[src/rtl/fifo_write_arbiter_pkg.sv]
// Shared types and the round-robin pick helper for the fifo write arbiter
// and the read-side scheduler that reuses rr_arbiter.
package fifo_arb_pkg;

  typedef enum logic {IDLE, BURST} arb_state_t;

  localparam int MAX_REQ   = 16;
  localparam int IDX_W     = 4;
  localparam int DEF_DEPTH = 8;
  localparam int OCC_W     = $clog2(DEF_DEPTH + 1);

  typedef struct packed {
    logic             found;
    logic [IDX_W-1:0] idx;
  } rr_pick_t;

  // Walk the search order backwards so the last hit is the first requester
  // after last_idx; avoids a loop break.
  function automatic rr_pick_t rr_pick(input logic [MAX_REQ-1:0] valid,
                                       input logic [IDX_W-1:0]   last_idx,
                                       input int                 n);
    rr_pick_t         r;
    logic [IDX_W-1:0] j;
    r = '0;
    for (int k = n; k >= 1; k--) begin
      j = IDX_W'((int'(last_idx) + k) % n);
      if (valid[j]) begin
        r.found = 1'b1;
        r.idx   = j;
      end
    end
    return r;
  endfunction

endpackage

[src/rtl/fifo_write_arbiter_if.sv]
// Requester and fifo write-side bundle; slave is the arbiter's view.
interface fifo_write_arbiter_if #(
  parameter int N_REQ = 4,
  parameter int WIDTH = 8,
  parameter int DEPTH = 8
);
  localparam int OW = $clog2(DEPTH + 1);
  localparam int GW = $clog2(N_REQ);

  logic [N_REQ-1:0]       req_valid;
  logic [N_REQ*WIDTH-1:0] req_data;
  logic [N_REQ-1:0]       req_last;
  logic [N_REQ-1:0]       req_ready;
  logic                   fifo_w_en;
  logic [WIDTH-1:0]       fifo_write_data;
  logic                   fifo_r_en;
  logic                   fifo_full;
  logic [OW-1:0]          occupancy;
  logic [GW-1:0]          grant_id;
  logic                   busy;

  modport slave (
    input  req_valid, req_data, req_last, fifo_r_en, fifo_full,
    output req_ready, fifo_w_en, fifo_write_data, occupancy, grant_id, busy
  );

  modport master (
    output req_valid, req_data, req_last, fifo_r_en, fifo_full,
    input  req_ready, fifo_w_en, fifo_write_data, occupancy, grant_id, busy
  );

endinterface

[src/rtl/fifo_write_arbiter_rr_arbiter.sv]
// Combinational rotate-priority pick: first valid requester after last_i.
module rr_arbiter
  import fifo_arb_pkg::*;
#(
  parameter  int N_REQ = 4,
  localparam int GW    = $clog2(N_REQ)
) (
  input  logic [N_REQ-1:0] valid_i,
  input  logic [GW-1:0]    last_i,
  output logic             found_o,
  output logic [GW-1:0]    idx_o
);

  rr_pick_t pick;

  always_comb begin
    pick    = rr_pick(MAX_REQ'(valid_i), IDX_W'(last_i), N_REQ);
    found_o = pick.found;
    idx_o   = GW'(pick.idx);
  end

endmodule

[src/rtl/fifo_write_arbiter.sv]
// Round-robin write-port arbiter with burst lock and a credit counter that
// accounts for the registered write stage so the fifo never overflows.
module fifo_write_arbiter
  import fifo_arb_pkg::*;
#(
  parameter int N_REQ      = 4,
  parameter int WIDTH      = 8,
  parameter int DEPTH      = 8,
  parameter int BURST_MODE = 1
) (
  input logic                 clk,
  input logic                 reset,
  fifo_write_arbiter_if.slave bus
);

  localparam int OW = $clog2(DEPTH + 1);
  localparam int GW = $clog2(N_REQ);

  arb_state_t       state_q;
  logic [OW-1:0]    occ_q, occ_d;
  logic [GW-1:0]    grant_q;
  logic             wen_q;
  logic [WIDTH-1:0] wdata_q;

  logic             can_write, found, xfer, rd_ret;
  logic [GW-1:0]    winner, sel;
  logic [N_REQ-1:0] ready;
  logic [WIDTH-1:0] sel_data;

  rr_arbiter #(.N_REQ(N_REQ)) u_rr (
    .valid_i (bus.req_valid),
    .last_i  (grant_q),
    .found_o (found),
    .idx_o   (winner)
  );

  // A full counter blocks grants even with a read this cycle; the returned
  // credit becomes usable one cycle later, which keeps this path short.
  always_comb begin
    can_write = (occ_q < OW'(DEPTH)) && !bus.fifo_full;
    sel       = (state_q == BURST) ? grant_q : winner;
    ready     = '0;
    if (reset && can_write && ((state_q == BURST) || found)) ready[sel] = 1'b1;
    xfer      = |(ready & bus.req_valid);
    sel_data  = bus.req_data[int'(sel)*WIDTH +: WIDTH];
    rd_ret    = bus.fifo_r_en && (occ_q != '0);
    occ_d     = occ_q + OW'(xfer) - OW'(rd_ret);
  end

  always_ff @(posedge clk) begin
    if (!reset) begin
      state_q <= IDLE;
      occ_q   <= '0;
      grant_q <= GW'(N_REQ - 1);
      wen_q   <= 1'b0;
      wdata_q <= '0;
    end else begin
      wen_q <= xfer;
      occ_q <= occ_d;
      if (xfer) wdata_q <= sel_data;
      case (state_q)
        IDLE: if (xfer) begin
          grant_q <= winner;
          if ((BURST_MODE != 0) && !bus.req_last[winner]) state_q <= BURST;
        end
        BURST: if (xfer && bus.req_last[grant_q]) state_q <= IDLE;
        default: state_q <= IDLE;
      endcase
    end
  end

  assign bus.req_ready       = ready;
  assign bus.fifo_w_en       = wen_q;
  assign bus.fifo_write_data = wdata_q;
  assign bus.occupancy       = occ_q;
  assign bus.grant_id        = grant_q;
  assign bus.busy            = (state_q == BURST);

endmodule

[src/flat_wrapper.sv]
// flat-port wrapper written by rule: the top's interface ports become plain ports
module fifo_write_arbiter_flat import fifo_arb_pkg::*;
#(
  parameter int N_REQ      = 4,
  parameter int WIDTH      = 8,
  parameter int DEPTH      = 8,
  parameter int BURST_MODE = 1
)
  (clk, reset, bus_req_valid, bus_req_data, bus_req_last, bus_fifo_r_en, bus_fifo_full, bus_req_ready, bus_fifo_w_en, bus_fifo_write_data, bus_occupancy, bus_grant_id, bus_busy);
  fifo_write_arbiter_if #(.N_REQ(N_REQ), .WIDTH(WIDTH), .DEPTH(DEPTH)) bus_i ();
  input logic clk;
  input logic reset;
  input wire logic [$bits(bus_i.req_valid)-1:0] bus_req_valid;
  input wire logic [$bits(bus_i.req_data)-1:0] bus_req_data;
  input wire logic [$bits(bus_i.req_last)-1:0] bus_req_last;
  input wire logic [$bits(bus_i.fifo_r_en)-1:0] bus_fifo_r_en;
  input wire logic [$bits(bus_i.fifo_full)-1:0] bus_fifo_full;
  output wire logic [$bits(bus_i.req_ready)-1:0] bus_req_ready;
  output wire logic [$bits(bus_i.fifo_w_en)-1:0] bus_fifo_w_en;
  output wire logic [$bits(bus_i.fifo_write_data)-1:0] bus_fifo_write_data;
  output wire logic [$bits(bus_i.occupancy)-1:0] bus_occupancy;
  output wire logic [$bits(bus_i.grant_id)-1:0] bus_grant_id;
  output wire logic [$bits(bus_i.busy)-1:0] bus_busy;
  assign bus_i.req_valid = bus_req_valid;
  assign bus_i.req_data = bus_req_data;
  assign bus_i.req_last = bus_req_last;
  assign bus_i.fifo_r_en = bus_fifo_r_en;
  assign bus_i.fifo_full = bus_fifo_full;
  assign bus_req_ready = bus_i.req_ready;
  assign bus_fifo_w_en = bus_i.fifo_w_en;
  assign bus_fifo_write_data = bus_i.fifo_write_data;
  assign bus_occupancy = bus_i.occupancy;
  assign bus_grant_id = bus_i.grant_id;
  assign bus_busy = bus_i.busy;
  fifo_write_arbiter #(.N_REQ(N_REQ), .WIDTH(WIDTH), .DEPTH(DEPTH), .BURST_MODE(BURST_MODE)) u_core (.clk(clk), .reset(reset), .bus(bus_i));
endmodule
[config.mk]
export PLATFORM = sky130hd
export DESIGN_NAME = fifo_write_arbiter_flat
export DESIGN_NICKNAME = d
export VERILOG_FILES = /design/src/rtl/fifo_write_arbiter_pkg.sv /design/src/rtl/fifo_write_arbiter_if.sv /design/src/rtl/fifo_write_arbiter_rr_arbiter.sv /design/src/rtl/fifo_write_arbiter.sv /design/src/flat_wrapper.sv
export SDC_FILE = /design/constraint.sdc
export NUM_CORES = 1
export LEC_CHECK = 0
export CAP_MARGIN = 20
export CORE_MARGIN = 4
export CORE_UTILIZATION = 39
export CTS_CLUSTER_DIAMETER = 80
export DETAILED_ROUTE_END_ITERATION = 10
export PLACE_DENSITY = 0.9
export SETUP_SLACK_MARGIN = 0.05
export SKIP_LAST_GASP = 1
export SYNTH_ARGS = -nofsm -noshare
export SYNTH_HDL_FRONTEND = slang
export SYNTH_HIERARCHICAL = 1
export SYNTH_SLANG_ARGS = --single-unit
export TNS_END_PERCENT = 1
[constraint.sdc]
create_clock -name clk -period 4.6 [get_ports clk]
set_input_delay 1.38 -clock clk [delete_from_list [all_inputs] [get_ports clk]]
set_output_delay 1.38 -clock clk [all_outputs]
set_load 0.01 [all_outputs]
-- Word-level counts from Yosys, hierarchy flattened
Index checks and enable logic that the tools add are counted.
- register bits: 16
- input bits: 44
- output and inout bits: 20
- word-level logic and storage cells: 66
- add/subtract/negate cells: 6
- order comparisons: 9
- shifts and indexed selects: 1
- multiplexer cells: 24
- bitwise operators: 6
- reduce and logical (&&, ||, !) cells: 15
- operators with widths (kind ; number):
    32-bit by 6-bit indexed part select with 8-bit output ; 1
    4-bit by 5-bit < comparator with 1-bit output, second input constant ; 4
    5-bit two-way mux ; 4
    1-bit binary-select mux with 3-bit select ; 4
    1-bit two-way mux ; 10
    2-bit by 3-bit < comparator with 1-bit output, second input constant ; 3
    2-bit OR reduction ; 4
    1-bit logical AND ; 6
    2-bit by 1-bit adder with 2-bit output, second input constant ; 2
    2-bit adder, second input constant ; 2
    4-bit by 1-bit adder with 4-bit output ; 1
    1-bit bitwise AND, first input constant ; 4
    4-bit bitwise AND ; 1
    1-bit binary-select mux with 2-bit select ; 2
    4-bit < comparator, second input constant ; 1
    4-bit two-way mux ; 1
    4-bit nonzero test ; 1
    4-bit OR reduction ; 1
    4-bit by 1-bit subtractor with 4-bit output ; 1
    1-bit demux with 2-bit select ; 1
    2-bit by 1-bit >= comparator with 1-bit output, second input constant ; 1
    2-bit two-way mux ; 1
    1-bit case mux with 2 select lines ; 1
    2-bit AND reduction ; 1
    other kinds (3) ; 3

-- Depth between registers and ports, before layout
Gate-level depths: netlist of the first run.
- word-level depth: 20
- mapped depth: 15
- depth with buffers taken out: 13

-- By module
Netlist of the first run, hierarchy kept.
- by module, submodules not included (module ; instances ; cells each ; area an instance (µm²) ; seq. area each (µm²)):
    fifo_write_arbiter ; 1 ; 126 ; 1146.1 ; 320.3
    rr_arbiter ; 1 ; 14 ; 78.8 ; 0.0

-- Worst setup path after synthesis of the first run
OpenSTA, ideal clock, no wires.
- path type: input to output
- from: in bus_req_valid[3]
- to: out bus_req_ready[0]
- arrival time: 2.850 ns
- required time: 3.220 ns
- setup slack: 0.370 ns
- stages: 8
- path buffers: 2
- cell sequence: and2b_1 -> o21ai_1 -> o311ai_1 -> mux2i_1 -> clkbuf_1 -> clkbuf_1 -> nand2_1 -> nor2_1
- word-level cells in the longest chain between the ends: 12
- elaborated cells between the ends (all ways): 21
- classes of those cells: 2 x order compare; 16 x mux; 3 x reduce/logical
- ends and longest elaborated chain (what ; line ; text):
    start: declaration ; flat_wrapper.sv:13 ; input wire logic [$bits(bus_i.req_valid)-1:0] bus_req_valid;
    1-bit binary-select mux with 3-bit select ; fifo_write_arbiter_pkg.sv:27 ; if (valid[j]) begin
    1-bit two-way mux (not written as such) ; fifo_write_arbiter_pkg.sv:27 ;
    5-bit two-way mux (3 in series) ; fifo_write_arbiter_pkg.sv:27 ;
    5-bit two-way mux (*) ; fifo_write_arbiter_pkg.sv:27 ;
    net u_core.winner[0] ; fifo_write_arbiter.sv:26 ; logic [GW-1:0] winner, sel;
    2-bit two-way mux (*) ; fifo_write_arbiter.sv:41 ; sel = (state_q == BURST) ? grant_q : winner;
    2-bit by 3-bit < comparator with 1-bit output (not written as such) or 2-bit by 1-bit >= comparator with 1-bit output (tied branches) ; fifo_write_arbiter.sv:43 ; if (reset && can_write && ((state_q == BURST) || found)) ready[sel] = 1'b1;
    1-bit logical AND (not written as such) ; fifo_write_arbiter.sv:43 ;
    1-bit two-way mux (not written as such) ; fifo_write_arbiter.sv:43 ;
    1-bit demux with 2-bit select (*) ; n/a ;
    4-bit two-way mux (*) ; fifo_write_arbiter.sv:43 ;
    end: declaration ; flat_wrapper.sv:18 ; output wire logic [$bits(bus_i.req_ready)-1:0] bus_req_ready;
Mark *: on every way through the listed nets, which the timed path passes. The rest lies on a longest branch. The select of a mux whose other input is x is not followed.

-- Worst setup path in the final report of the first run
- from: in bus_req_valid[0]
- to: out bus_req_ready[2]
Same word-level chain as after synthesis.

==> impl_metrics.xml, run 1 <==
<?xml version="1.0" encoding="UTF-8"?>
<metrics>
  <group name="timing">
    <metric name="max_slew_margin" unit="">0.704</metric>
    <metric name="setup_repair_after_global_routing_missed_its_margin" unit="">yes</metric>
    <metric name="tightest_slew" unit="ns">0.444</metric>
    <metric name="setup-tns-final" unit="ns">-0.385</metric>
    <metric name="finalSetupViolations" unit="">3</metric>
    <metric name="final.hold.worst_slack" unit="ns">0.464</metric>
    <metric name="skew" unit="ns">0.00393</metric>
    <metric name="fmax" unit="MHz">211</metric>
    <metric name="maxSlewViolCount" unit="">0</metric>
    <metric name="final_hold_viol_count" unit="">0</metric>
    <metric name="ratio_of_final_minimum_period_to_clock_period" unit="">1.03</metric>
    <metric name="final_period_minus_worst_setup_slack" unit="ns">4.75</metric>
    <metric name="setup_ws" unit="ns">-0.149</metric>
  </group>
  <group name="placed_design">
    <metric name="placement.io_buffers" unit="">63</metric>
    <metric name="place.detailed.instances" unit="">249</metric>
    <metric name="routabilityCongestion" unit="">0.945</metric>
    <metric name="dpl-instance-area" unit="mm^2">0.00193</metric>
    <metric name="place.detailed.hpwl" unit="um">2830</metric>
    <metric name="place_worst_setup_slack" unit="ns">-0.130</metric>
  </group>
  <group name="power">
    <metric name="cell_internal_pwr" unit="uW">389</metric>
    <metric name="power.switching" unit="uW">230</metric>
    <metric name="worst_ir_drop_vdd" unit="uV">261</metric>
    <metric name="p_comb_frac" unit="">0.574</metric>
    <metric name="p_leak" unit="nW">0.770</metric>
    <metric name="p_seq_frac" unit="">0.302</metric>
    <metric name="power_per_cell_area" unit="mW/mm^2">315</metric>
    <metric name="switching_share" unit="">0.372</metric>
    <metric name="clkPwrFrac" unit="">0.123</metric>
    <metric name="total_power" unit="uW">620</metric>
  </group>
  <group name="routing">
    <metric name="drt_drc_violations_left" unit="">0</metric>
    <metric name="drt_pass1_iterations" unit="">5</metric>
    <metric name="antenna_violating_nets_post_route" unit="">0</metric>
    <metric name="wire_per_inst" unit="um">15.0</metric>
    <metric name="viasPerCell" unit="">5.19</metric>
    <metric name="finalWirelength" unit="um">3780</metric>
    <metric name="drt-initial-drc-count" unit="">66</metric>
    <metric name="vias" unit="">1309</metric>
  </group>
  <group name="setup_path">
    <metric name="timing.critical_path.arrival" unit="ns">3.37</metric>
    <metric name="timing.setup.critical_path_class" unit="">primary input to output port</metric>
    <metric name="setup.worst_path.end_class" unit="">output port</metric>
    <metric name="crit-reg2reg-launch" unit="">u_core/bus.grant_id[0]</metric>
    <metric name="ff2ff_setup_slack" unit="ns">1.54</metric>
    <metric name="critPathLaunch" unit="">bus_req_valid[0]</metric>
    <metric name="timing.critical_path.from_type" unit="">primary input</metric>
    <metric name="critical_path_required" unit="ns">3.22</metric>
    <metric name="worstPathMaxFanout" unit="">4</metric>
  </group>
  <group name="floorplan">
    <metric name="dieHeight" unit="um">64.0</metric>
    <metric name="fp.coreArea" unit="mm^2">0.00303</metric>
    <metric name="chipWidth" unit="um">64.0</metric>
    <metric name="start_util" unit="">0.405</metric>
    <metric name="row_count" unit="">20</metric>
    <metric name="die_outline_area" unit="mm^2">0.00410</metric>
    <metric name="pin_count" unit="">64</metric>
  </group>
  <group name="status">
    <metric name="failed_checks" unit="">negative setup slack</metric>
    <metric name="run_status" unit="">finished, violations left</metric>
  </group>
  <group name="clock_tree">
    <metric name="cts_max_path_buffers" unit="">2</metric>
    <metric name="cts.root.buffer_cell" unit="">clkbuf_4</metric>
    <metric name="cts.reportedPaths.clkPinSlew" unit="ns">0.10</metric>
    <metric name="clock_insertion_delay_worst_skew" unit="ns">0.28</metric>
    <metric name="holdBufCountCts" unit="">0</metric>
    <metric name="clkSinkCount" unit="">16</metric>
    <metric name="cts_htree_levels" unit="">1</metric>
    <metric name="cts_tree" unit="">yes</metric>
    <metric name="cts_inserted_buffers" unit="">3</metric>
  </group>
  <group name="logic_synthesis">
    <metric name="yosys.cell_types.count" unit="">36</metric>
    <metric name="synth-compound-area-share" unit="">0.274</metric>
    <metric name="synth_largest_type_area_fraction" unit="">0.261</metric>
    <metric name="yosys.area_share.xor_xnor" unit="">0.0143</metric>
    <metric name="synth_fp_nets" unit="">190</metric>
    <metric name="proportion_of_synthesized_area_in_mux_cells" unit="">0.0868</metric>
    <metric name="postSynth.topFlopCell" unit="">dfxtp_1</metric>
    <metric name="synthDominantAreaCellType" unit="">dfxtp_1</metric>
    <metric name="leading_post_synthesis_cells_by_instance_count" unit="">20 x nand2_1, 16 x dfxtp_1, 12 x and2_1, 9 x nor2_1</metric>
    <metric name="syn-cell-area" unit="mm^2">0.00122</metric>
    <metric name="post_synth_fa_ha_maj_area_fraction" unit="">0.0674</metric>
    <metric name="synth_enable_flop_cells" unit="">0</metric>
    <metric name="mapped_cells" unit="">140</metric>
    <metric name="post-synth-top-count-cell" unit="">nand2_1</metric>
    <metric name="async_reset_ff_frac" unit="">0</metric>
    <metric name="synth_top_family_by_area" unit="">compound AO/OA/AOI/OAI gates</metric>
    <metric name="synth_area_leaders" unit="">dfxtp_1 26%, a311o_1 6.5%, a21boi_2 6.4%</metric>
    <metric name="synth_simple_gate_area_share" unit="">0.226</metric>
    <metric name="yosysWarnings" unit="">6</metric>
    <metric name="yosysSeqAreaShare" unit="">0.261</metric>
    <metric name="postSynthAreaPerCell" unit="um^2">8.75</metric>
    <metric name="synth_seq_cells" unit="">16</metric>
  </group>
  <group name="cells_and_area">
    <metric name="layout-drive-gt1-share" unit="">0.168</metric>
    <metric name="total_nets_final" unit="">260</metric>
    <metric name="syn_to_final_growth" unit="%">60.7</metric>
    <metric name="layout.cells.non_filler" unit="">252</metric>
    <metric name="antennaDiodeCount" unit="">0</metric>
    <metric name="final_util" unit="">0.650</metric>
    <metric name="finish.instance_area" unit="mm^2">0.00197</metric>
    <metric name="layout.area.seq" unit="um^2">320</metric>
    <metric name="multiInputGateArea" unit="um^2">830</metric>
    <metric name="fill_cells" unit="">270</metric>
  </group>
  <group name="global_route">
    <metric name="number_of_antenna_violations_at_the_first_check_in_global_routing" unit="">0</metric>
    <metric name="grt_start_max_net_pins" unit="">24</metric>
    <metric name="first_global_vias" unit="">1346</metric>
    <metric name="track_usage" unit="">0.188</metric>
    <metric name="grt_remaining_overflow" unit="">0</metric>
    <metric name="grt_first_pass_wirelength" unit="um">6220</metric>
  </group>
  <group name="flow_run">
    <metric name="maxCapViolCount" unit="">0</metric>
  </group>
  <group name="hold_path">
    <metric name="min_path_type" unit="">flop to flop</metric>
    <metric name="hold_path_startpoint" unit="">u_core/bus.fifo_write_data[3]</metric>
  </group>
</metrics>
[final timing paths]
| kind | endpoint | cells after the start |
|---|---|---|
| setup reg to reg | u_core/bus.occupancy[3] | 14 |
| hold / removal | u_core/bus.fifo_write_data[3] | 2 |
| hold reg to reg | u_core/bus.fifo_write_data[3] | 2 |
| setup / recovery | bus_req_ready[2] | 8 |
[layer usage]
layer	wire length, um	GRT usage
met4	34	0.0566
met1	1640	0.232
met2	1800	0.319
met5	0	0
met3	299	0.0492
[logic make-up (layout without fill, tap and decap cells)]
family	after synthesis	count (layout)
AND/OR/NAND/NOR	55	55
flip-flops	16	16
buffers and inverters	16	84
AO/OA/AOI/OAI	39	39
multiplexers	6	6
XOR/XNOR	2	2
adder cells (fa/ha/maj)	6	6
[layout by cell type (no fill, tap or decap), types with 7 or more instances in the layout]
| cell | count |
|---|---|
| clkdlybuf4s50_1 | 61 |
| nand2_1 | 20 |
| dfxtp_1 | 16 |
| and2_1 | 12 |
| buf_4 | 10 |
| nor2_1 | 9 |
| inv_1 | 8 |
| a211oi_1 | 8 |
| a311o_1 | 8 |
| nand2_2 | 7 |
| a21boi_2 | 7 |
[power groups by stage]
stage	Combinational [mW]	Sequential [mW]	Clock, mW
4_1_cts	0.357	0.188	0.0793
6_report	0.356	0.188	0.0765
2_1_floorplan	0.199	0.197	0
3_3_place_gp	0.339	0.190	0
5_1_grt	0.399	0.192	0.0866
3_5_place_dp	0.354	0.190	0
[critical path: stages]
cell	delay (ns)
clkdlybuf4s50_1	0.53
and2b_1	0.20
o21ai_1	0.14
o311ai_2	0.13
mux2i_1	0.23
nand2_1	0.12
nor2_1	0.09
clkdlybuf4s50_1	0.54
[flip-flops by register name, indices dropped and copies added (netlist names)]
name and flops:
u_core/bus.fifo_write_data 8, u_core/bus.occupancy 4, u_core/bus.fifo_w_en 1, u_core/bus.grant_id 2, u_core/bus.busy 1
[final cells by class]
type,instances,area share
clock buffer,3,0.0114
inverter,8,0.0153
multi-input combinational,108,0.421
sequential,16,0.163
tap,44,0.0280
timing repair buffer,73,0.361
[timing repair]
item / CTS / global route
setup buffers: 0 / 0
gates cloned: 0 / 0
resized for setup: 1 / 3
hold endpoints to repair: 0 / 0
setup endpoints to repair: 4 / 4
Power figures use the tool's default switching activity.
==> inputs of run 2 (changes only) <==
Settings changed: CORE_UTILIZATION 39 to 42, CTS_BUF_LIST set to sky130_fd_sc_hd__clkbuf_16, PLACE_DENSITY 0.9 to 0.95.
Clock period 4.6 ns to 5.5 ns, I/O delays scaled along.
==> run 2 against run 1 <==
The run now ends clean. Register-to-register slack better by 0.70 ns. Power fell by 3.2%. Via count fell by 0.76%. Critical path type unchanged. Critical endpoint is now bus_req_ready[3]. Highest routed layer unchanged.
==> impl_metrics.xml, run 2 (same netlist as run 1, synthesis figures left out) <==
<?xml version="1.0" encoding="UTF-8"?>
<metrics>
  <group name="status">
    <metric name="run_status" unit="">completed</metric>
  </group>
  <group name="floorplan">
    <metric name="pin_count" unit="">64</metric>
    <metric name="chipWidth" unit="um">62.0</metric>
    <metric name="row_count" unit="">19</metric>
    <metric name="die_outline_area" unit="mm^2">0.00384</metric>
    <metric name="fp.coreArea" unit="mm^2">0.00278</metric>
    <metric name="start_util" unit="">0.440</metric>
    <metric name="dieHeight" unit="um">62.0</metric>
  </group>
  <group name="global_route">
    <metric name="grt_remaining_overflow" unit="">0</metric>
    <metric name="track_usage" unit="">0.192</metric>
    <metric name="grt_first_pass_wirelength" unit="um">5460</metric>
    <metric name="first_global_vias" unit="">1250</metric>
    <metric name="grt_start_max_net_pins" unit="">24</metric>
    <metric name="number_of_antenna_violations_at_the_first_check_in_global_routing" unit="">0</metric>
  </group>
  <group name="power">
    <metric name="cell_internal_pwr" unit="uW">398</metric>
    <metric name="power_per_cell_area" unit="mW/mm^2">301</metric>
    <metric name="p_comb_frac" unit="">0.495</metric>
    <metric name="worst_ir_drop_vdd" unit="uV">319</metric>
    <metric name="total_power" unit="uW">600</metric>
    <metric name="p_leak" unit="nW">0.767</metric>
    <metric name="p_seq_frac" unit="">0.263</metric>
    <metric name="clkPwrFrac" unit="">0.242</metric>
    <metric name="switching_share" unit="">0.337</metric>
    <metric name="power.switching" unit="uW">202</metric>
  </group>
  <group name="timing">
    <metric name="tightest_slew" unit="ns">0.483</metric>
    <metric name="final.hold.worst_slack" unit="ns">0.455</metric>
    <metric name="ratio_of_final_minimum_period_to_clock_period" unit="">0.983</metric>
    <metric name="final_period_minus_worst_setup_slack" unit="ns">5.41</metric>
    <metric name="skew" unit="ns">0.000932</metric>
    <metric name="setup_ws" unit="ns">0.0925</metric>
    <metric name="fmax" unit="MHz">185</metric>
    <metric name="finalSetupViolations" unit="">0</metric>
    <metric name="final_hold_viol_count" unit="">0</metric>
    <metric name="max_slew_margin" unit="">0.677</metric>
    <metric name="setup-tns-final" unit="ns">0</metric>
    <metric name="maxSlewViolCount" unit="">0</metric>
    <metric name="setup_repair_after_global_routing_missed_its_margin" unit="">yes</metric>
  </group>
  <group name="placed_design">
    <metric name="routabilityCongestion" unit="">0.809</metric>
    <metric name="place.detailed.instances" unit="">233</metric>
    <metric name="place_worst_setup_slack" unit="ns">0.0849</metric>
    <metric name="dpl-instance-area" unit="mm^2">0.00189</metric>
    <metric name="place.detailed.hpwl" unit="um">2800</metric>
    <metric name="placement.io_buffers" unit="">63</metric>
  </group>
  <group name="clock_tree">
    <metric name="cts_tree" unit="">yes</metric>
    <metric name="cts_inserted_buffers" unit="">3</metric>
    <metric name="cts.root.buffer_cell" unit="">clkbuf_16</metric>
    <metric name="holdBufCountCts" unit="">0</metric>
    <metric name="post-cts-setup-buffer-count" unit="">0</metric>
    <metric name="clock_insertion_delay_worst_skew" unit="ns">0.25</metric>
    <metric name="cts_resized" unit="">0</metric>
    <metric name="cts_max_path_buffers" unit="">2</metric>
    <metric name="clkSinkCount" unit="">16</metric>
    <metric name="cts.reportedPaths.clkPinSlew" unit="ns">0.05</metric>
    <metric name="cts_htree_levels" unit="">1</metric>
  </group>
  <group name="routing">
    <metric name="met2RoutedLength" unit="um">1680</metric>
    <metric name="vias" unit="">1299</metric>
    <metric name="antenna_violating_nets_post_route" unit="">0</metric>
    <metric name="drt-initial-drc-count" unit="">49</metric>
    <metric name="wire_per_inst" unit="um">15.2</metric>
    <metric name="drt-met1-wl" unit="um">1550</metric>
    <metric name="viasPerCell" unit="">5.41</metric>
    <metric name="wl_met3" unit="um">352</metric>
    <metric name="drt_drc_violations_left" unit="">0</metric>
    <metric name="top_layer" unit="">met4</metric>
    <metric name="drt_pass1_iterations" unit="">4</metric>
    <metric name="finalWirelength" unit="um">3640</metric>
  </group>
  <group name="cells_and_area">
    <metric name="finish.instance_area" unit="mm^2">0.00200</metric>
    <metric name="most-common-layout-cells" unit="">63 x clkdlybuf4s50_1, 20 x nand2_1, 16 x dfxtp_1</metric>
    <metric name="syn_to_final_growth" unit="%">62.9</metric>
    <metric name="layout.area.seq" unit="um^2">320</metric>
    <metric name="total_nets_final" unit="">260</metric>
    <metric name="largest_register_ffs" unit="">8</metric>
    <metric name="antennaDiodeCount" unit="">0</metric>
    <metric name="mostFrequentLayoutCell" unit="">clkdlybuf4s50_1</metric>
    <metric name="layout-drive-gt1-share" unit="">0.163</metric>
    <metric name="final_util" unit="">0.717</metric>
    <metric name="multiInputGateArea" unit="um^2">822</metric>
    <metric name="fill_cells" unit="">206</metric>
    <metric name="layout.cells.non_filler" unit="">240</metric>
  </group>
  <group name="setup_path">
    <metric name="depth_of_the_most_critical_reg_to_reg_path" unit="">13</metric>
    <metric name="worstPathMaxFanout" unit="">6</metric>
    <metric name="setup.worst_path.end_class" unit="">output port</metric>
    <metric name="critical_path_required" unit="ns">3.85</metric>
    <metric name="timing.setup.critical_path_class" unit="">primary input to output port</metric>
    <metric name="timing.critical_path.arrival" unit="ns">3.76</metric>
    <metric name="timing.critical_path.from_type" unit="">primary input</metric>
  </group>
  <group name="flow_run">
    <metric name="maxCapViolCount" unit="">0</metric>
  </group>
  <group name="hold_path">
    <metric name="min_path_type" unit="">flop to flop</metric>
    <metric name="whs_path_depth" unit="">2</metric>
  </group>
</metrics>
==> run 2: changes by cell type in the layout (fill, tap and decap cells not counted), moves of 2 or more <==
cell             delta
clkbuf_16           +3
clkbuf_4            -3
clkdlybuf4s50_1     +2
dlymetal6s2s_1      -2
==> run 2: worst max-delay path, cell delays in order <==
cell and delay [ns]:
clkdlybuf4s50_1 0.57, and2b_1 0.19, nor2_1 0.05, a21oi_1 0.35
mux2i_2 0.17, nor3_1 0.20, clkdlybuf4s50_1 0.57
==> run 2: power by group through the flow <==
stage               clock, mW  combinational (mW)  sequential [mW]
floorplan                   0               0.166            0.165
global route            0.154               0.331            0.160
finish                  0.145               0.297            0.158
detailed placement          0               0.290            0.160
CTS                     0.148               0.292            0.158
global placement            0               0.279            0.159
==> run 2: per-layer routing <==
layer | GRT usage | vias up
met5 | 0 | -
met4 | 0.0697 | 0
met3 | 0.0537 | 7
met2 | 0.321 | 46
met1 | 0.235 | 604
li1 | - | 642
==> run 2: final timing paths <==
kind,slack (ns),start,to
setup reg to reg,2.24,u_core/bus.grant_id[0],u_core/bus.occupancy[3]
hold reg to reg,0.46,u_core/bus.fifo_write_data[3],u_core/bus.fifo_write_data[3]
setup / recovery,0.09,bus_req_valid[3],bus_req_ready[3]
hold / removal,0.46,u_core/bus.fifo_write_data[3],u_core/bus.fifo_write_data[3]
==> run 2: cell type report <==
cell class	count	area share
multi-input cells	108	0.412
clock buffers	3	0.0376
repair buffers	73	0.354
inverters	8	0.0150
well taps	31	0.0194
flip-flops and latches	16	0.161
clock inverters	1	0.00188
==> inputs of run 3 (changes only) <==
Settings changed: GPL_TIMING_DRIVEN set to 0.
==> run 3 against run 2 <==
Largest cell class unchanged. Fmax grew 2.7%. Clock power barely moved. Final cell count up 0.42%. Power grew 0.75%. Utilization increased by 1.8 points. Highest routed layer unchanged. Critical path depth up 2. Register-to-register slack got worse by 0.35 ns. Sequential cell count unchanged. Combinational power grew 3%. Via count down 0.85%. Setup slack gained 0.14 ns. Sequential share of layout area shrank 0.38 points.
==> impl_metrics.xml, run 3 (same netlist as run 1, synthesis figures left out) <==
<?xml version="1.0" encoding="UTF-8"?>
<metrics>
  <group name="status">
    <metric name="run_status" unit="">completed</metric>
  </group>
  <group name="clock_tree">
    <metric name="cts_max_path_buffers" unit="">2</metric>
    <metric name="cts_inserted_buffers" unit="">3</metric>
    <metric name="cts.root.buffer_cell" unit="">clkbuf_16</metric>
    <metric name="cts_tree" unit="">yes</metric>
    <metric name="clock_insertion_delay_worst_skew" unit="ns">0.25</metric>
    <metric name="cts_htree_levels" unit="">1</metric>
    <metric name="cts.reportedPaths.clkPinSlew" unit="ns">0.05</metric>
    <metric name="clkSinkCount" unit="">16</metric>
  </group>
  <group name="routing">
    <metric name="wire_per_inst" unit="um">16.0</metric>
    <metric name="antenna_violating_nets_post_route" unit="">0</metric>
    <metric name="drt_pass1_iterations" unit="">4</metric>
    <metric name="viasPerCell" unit="">5.34</metric>
    <metric name="vias" unit="">1288</metric>
    <metric name="finalWirelength" unit="um">3860</metric>
    <metric name="drt-initial-drc-count" unit="">59</metric>
    <metric name="drt_drc_violations_left" unit="">0</metric>
  </group>
  <group name="timing">
    <metric name="final_hold_viol_count" unit="">0</metric>
    <metric name="finalSetupViolations" unit="">0</metric>
    <metric name="final.hold.worst_slack" unit="ns">0.459</metric>
    <metric name="fmax" unit="MHz">190</metric>
    <metric name="maxSlewViolCount" unit="">0</metric>
    <metric name="max_slew_margin" unit="">0.718</metric>
    <metric name="ratio_of_final_minimum_period_to_clock_period" unit="">0.957</metric>
    <metric name="skew" unit="ns">0.00215</metric>
    <metric name="final_period_minus_worst_setup_slack" unit="ns">5.26</metric>
    <metric name="tightest_slew" unit="ns">0.422</metric>
    <metric name="setup_repair_after_global_routing_missed_its_margin" unit="">no</metric>
    <metric name="setup-tns-final" unit="ns">0</metric>
  </group>
  <group name="global_route">
    <metric name="first_global_vias" unit="">1283</metric>
    <metric name="track_usage" unit="">0.199</metric>
    <metric name="grt_remaining_overflow" unit="">0</metric>
    <metric name="grt_start_max_net_pins" unit="">20</metric>
    <metric name="number_of_antenna_violations_at_the_first_check_in_global_routing" unit="">0</metric>
    <metric name="grt_first_pass_wirelength" unit="um">5610</metric>
  </group>
  <group name="floorplan">
    <metric name="dieHeight" unit="um">62.0</metric>
    <metric name="die_outline_area" unit="mm^2">0.00384</metric>
    <metric name="fp.coreArea" unit="mm^2">0.00278</metric>
    <metric name="chipWidth" unit="um">62.0</metric>
    <metric name="start_util" unit="">0.440</metric>
    <metric name="pin_count" unit="">64</metric>
    <metric name="row_count" unit="">19</metric>
  </group>
  <group name="setup_path">
    <metric name="ff2ff_setup_slack" unit="ns">1.89</metric>
    <metric name="depth_of_the_most_critical_reg_to_reg_path" unit="">16</metric>
    <metric name="timing.critical_path.arrival" unit="ns">3.61</metric>
    <metric name="critical_path_required" unit="ns">3.85</metric>
    <metric name="crit-reg2reg-launch" unit="">u_core/bus.grant_id[0]</metric>
    <metric name="reg2reg_capture_point" unit="">u_core/bus.occupancy[3]</metric>
    <metric name="setup.worst_path.end_class" unit="">output port</metric>
    <metric name="timing.setup.critical_path_class" unit="">primary input to output port</metric>
    <metric name="worstPathMaxFanout" unit="">6</metric>
    <metric name="timing.critical_path.from_type" unit="">primary input</metric>
  </group>
  <group name="placed_design">
    <metric name="placement.io_buffers" unit="">63</metric>
    <metric name="place.detailed.hpwl" unit="um">2840</metric>
    <metric name="routabilityCongestion" unit="">0.773</metric>
  </group>
  <group name="cells_and_area">
    <metric name="layout-drive-gt1-share" unit="">0.171</metric>
    <metric name="largest_register_ffs" unit="">8</metric>
    <metric name="syn_to_final_growth" unit="%">66.9</metric>
    <metric name="fill_cells" unit="">205</metric>
    <metric name="antennaDiodeCount" unit="">0</metric>
    <metric name="mostFrequentLayoutCell" unit="">clkdlybuf4s50_1</metric>
    <metric name="most-common-layout-cells" unit="">58 x clkdlybuf4s50_1, 20 x nand2_1, 16 x dfxtp_1</metric>
    <metric name="total_nets_final" unit="">261</metric>
  </group>
  <group name="hold_path">
    <metric name="whs_path_depth" unit="">2</metric>
    <metric name="worst_hold_path.endpoint" unit="">u_core/bus.fifo_write_data[7]</metric>
    <metric name="min_path_type" unit="">flop to flop</metric>
    <metric name="hold_path_startpoint" unit="">u_core/bus.fifo_write_data[7]</metric>
  </group>
  <group name="power">
    <metric name="power.switching" unit="uW">205</metric>
    <metric name="p_leak" unit="nW">0.820</metric>
    <metric name="cell_internal_pwr" unit="uW">400</metric>
    <metric name="p_comb_frac" unit="">0.504</metric>
    <metric name="clkPwrFrac" unit="">0.237</metric>
    <metric name="power_per_cell_area" unit="mW/mm^2">296</metric>
    <metric name="switching_share" unit="">0.338</metric>
    <metric name="p_seq_frac" unit="">0.258</metric>
    <metric name="worst_ir_drop_vdd" unit="uV">341</metric>
  </group>
  <group name="flow_run">
    <metric name="maxCapViolCount" unit="">0</metric>
  </group>
</metrics>
run 3: power by group through the flow:
stage	clock [mW]	combinational (mW)	sequential (mW)
2_1_floorplan	0	0.166	0.165
3_3_place_gp	0	0.281	0.157
3_5_place_dp	0	0.289	0.158
4_1_cts	0.146	0.303	0.156
5_1_grt	0.151	0.336	0.160
6_report	0.144	0.305	0.156
run 3: final cells by class:
cell class                      count  area [um^2]  area share
Sequential cell                    16          320       0.157
Timing Repair Buffer               68          677       0.331
Clock buffer                        3         75.1      0.0367
Inverter                            8         30.0      0.0147
Buffer                              6         58.8      0.0288
Clock inverter                      1         3.75     0.00184
Multi-Input combinational cell    108          841       0.411
Tap cell                           31         38.8      0.0190
run 3: repair_timing:
action / in CTS / in global routing
buffers inserted: 5 / 0
endpoints found under the setup margin: 4 / 3
pin swaps: 1 / 1
hold buffers: 0 / 0
gates resized for setup: 7 / 5
hold endpoints to repair: 0 / 0
run 3: routing by layer:
metal  track usage  up-vias  share of wire
li1              -      642              -
met1         0.224      592           0.40
met2         0.355       52           0.48
met3        0.0579        2           0.11
met4        0.0667        0         0.0054
met5             0        -              0
run 3: metrics by stage:
stage / util / cells / power, mW / area [um^2] / worst slack, ns
after detailed placement: 0.681 / 234 / 0.447 / 1890 / -0.699
after CTS: 0.731 / 241 / 0.606 / 2030 / -0.0188
after floorplan: - / 140 / 0.332 / 1220 / 0.730
final: 0.735 / 241 / 0.605 / 2040 / 0.236
after global placement: 0.681 / 234 / 0.438 / 1890 / -0.631
after global routing: 0.735 / 241 / 0.647 / 2040 / 0.116
run 3: worst max path at each step:
stage / start / end / slack [ns] / depth (start not counted)
floorplan: bus_req_valid[3] / bus_req_ready[0] / 0.73 / 8
global placement: bus_req_valid[3] / bus_req_ready[0] / -0.63 / 10
detailed placement: bus_req_valid[3] / bus_req_ready[0] / -0.70 / 10
CTS: bus_req_valid[3] / bus_req_ready[3] / -0.02 / 8
global route: bus_req_valid[0] / bus_req_ready[2] / 0.12 / 9
finish: bus_req_valid[3] / bus_req_ready[0] / 0.24 / 9
run 3: critical path: stages:
cell	delay [ns]
dlymetal6s2s_1	0.18
and2b_1	0.21
o21ai_1	0.20
o311ai_2	0.19
mux2i_1	0.27
clkbuf_8	0.20
nand2_1	0.07
nor2_1	0.11
clkdlybuf4s50_1	0.54
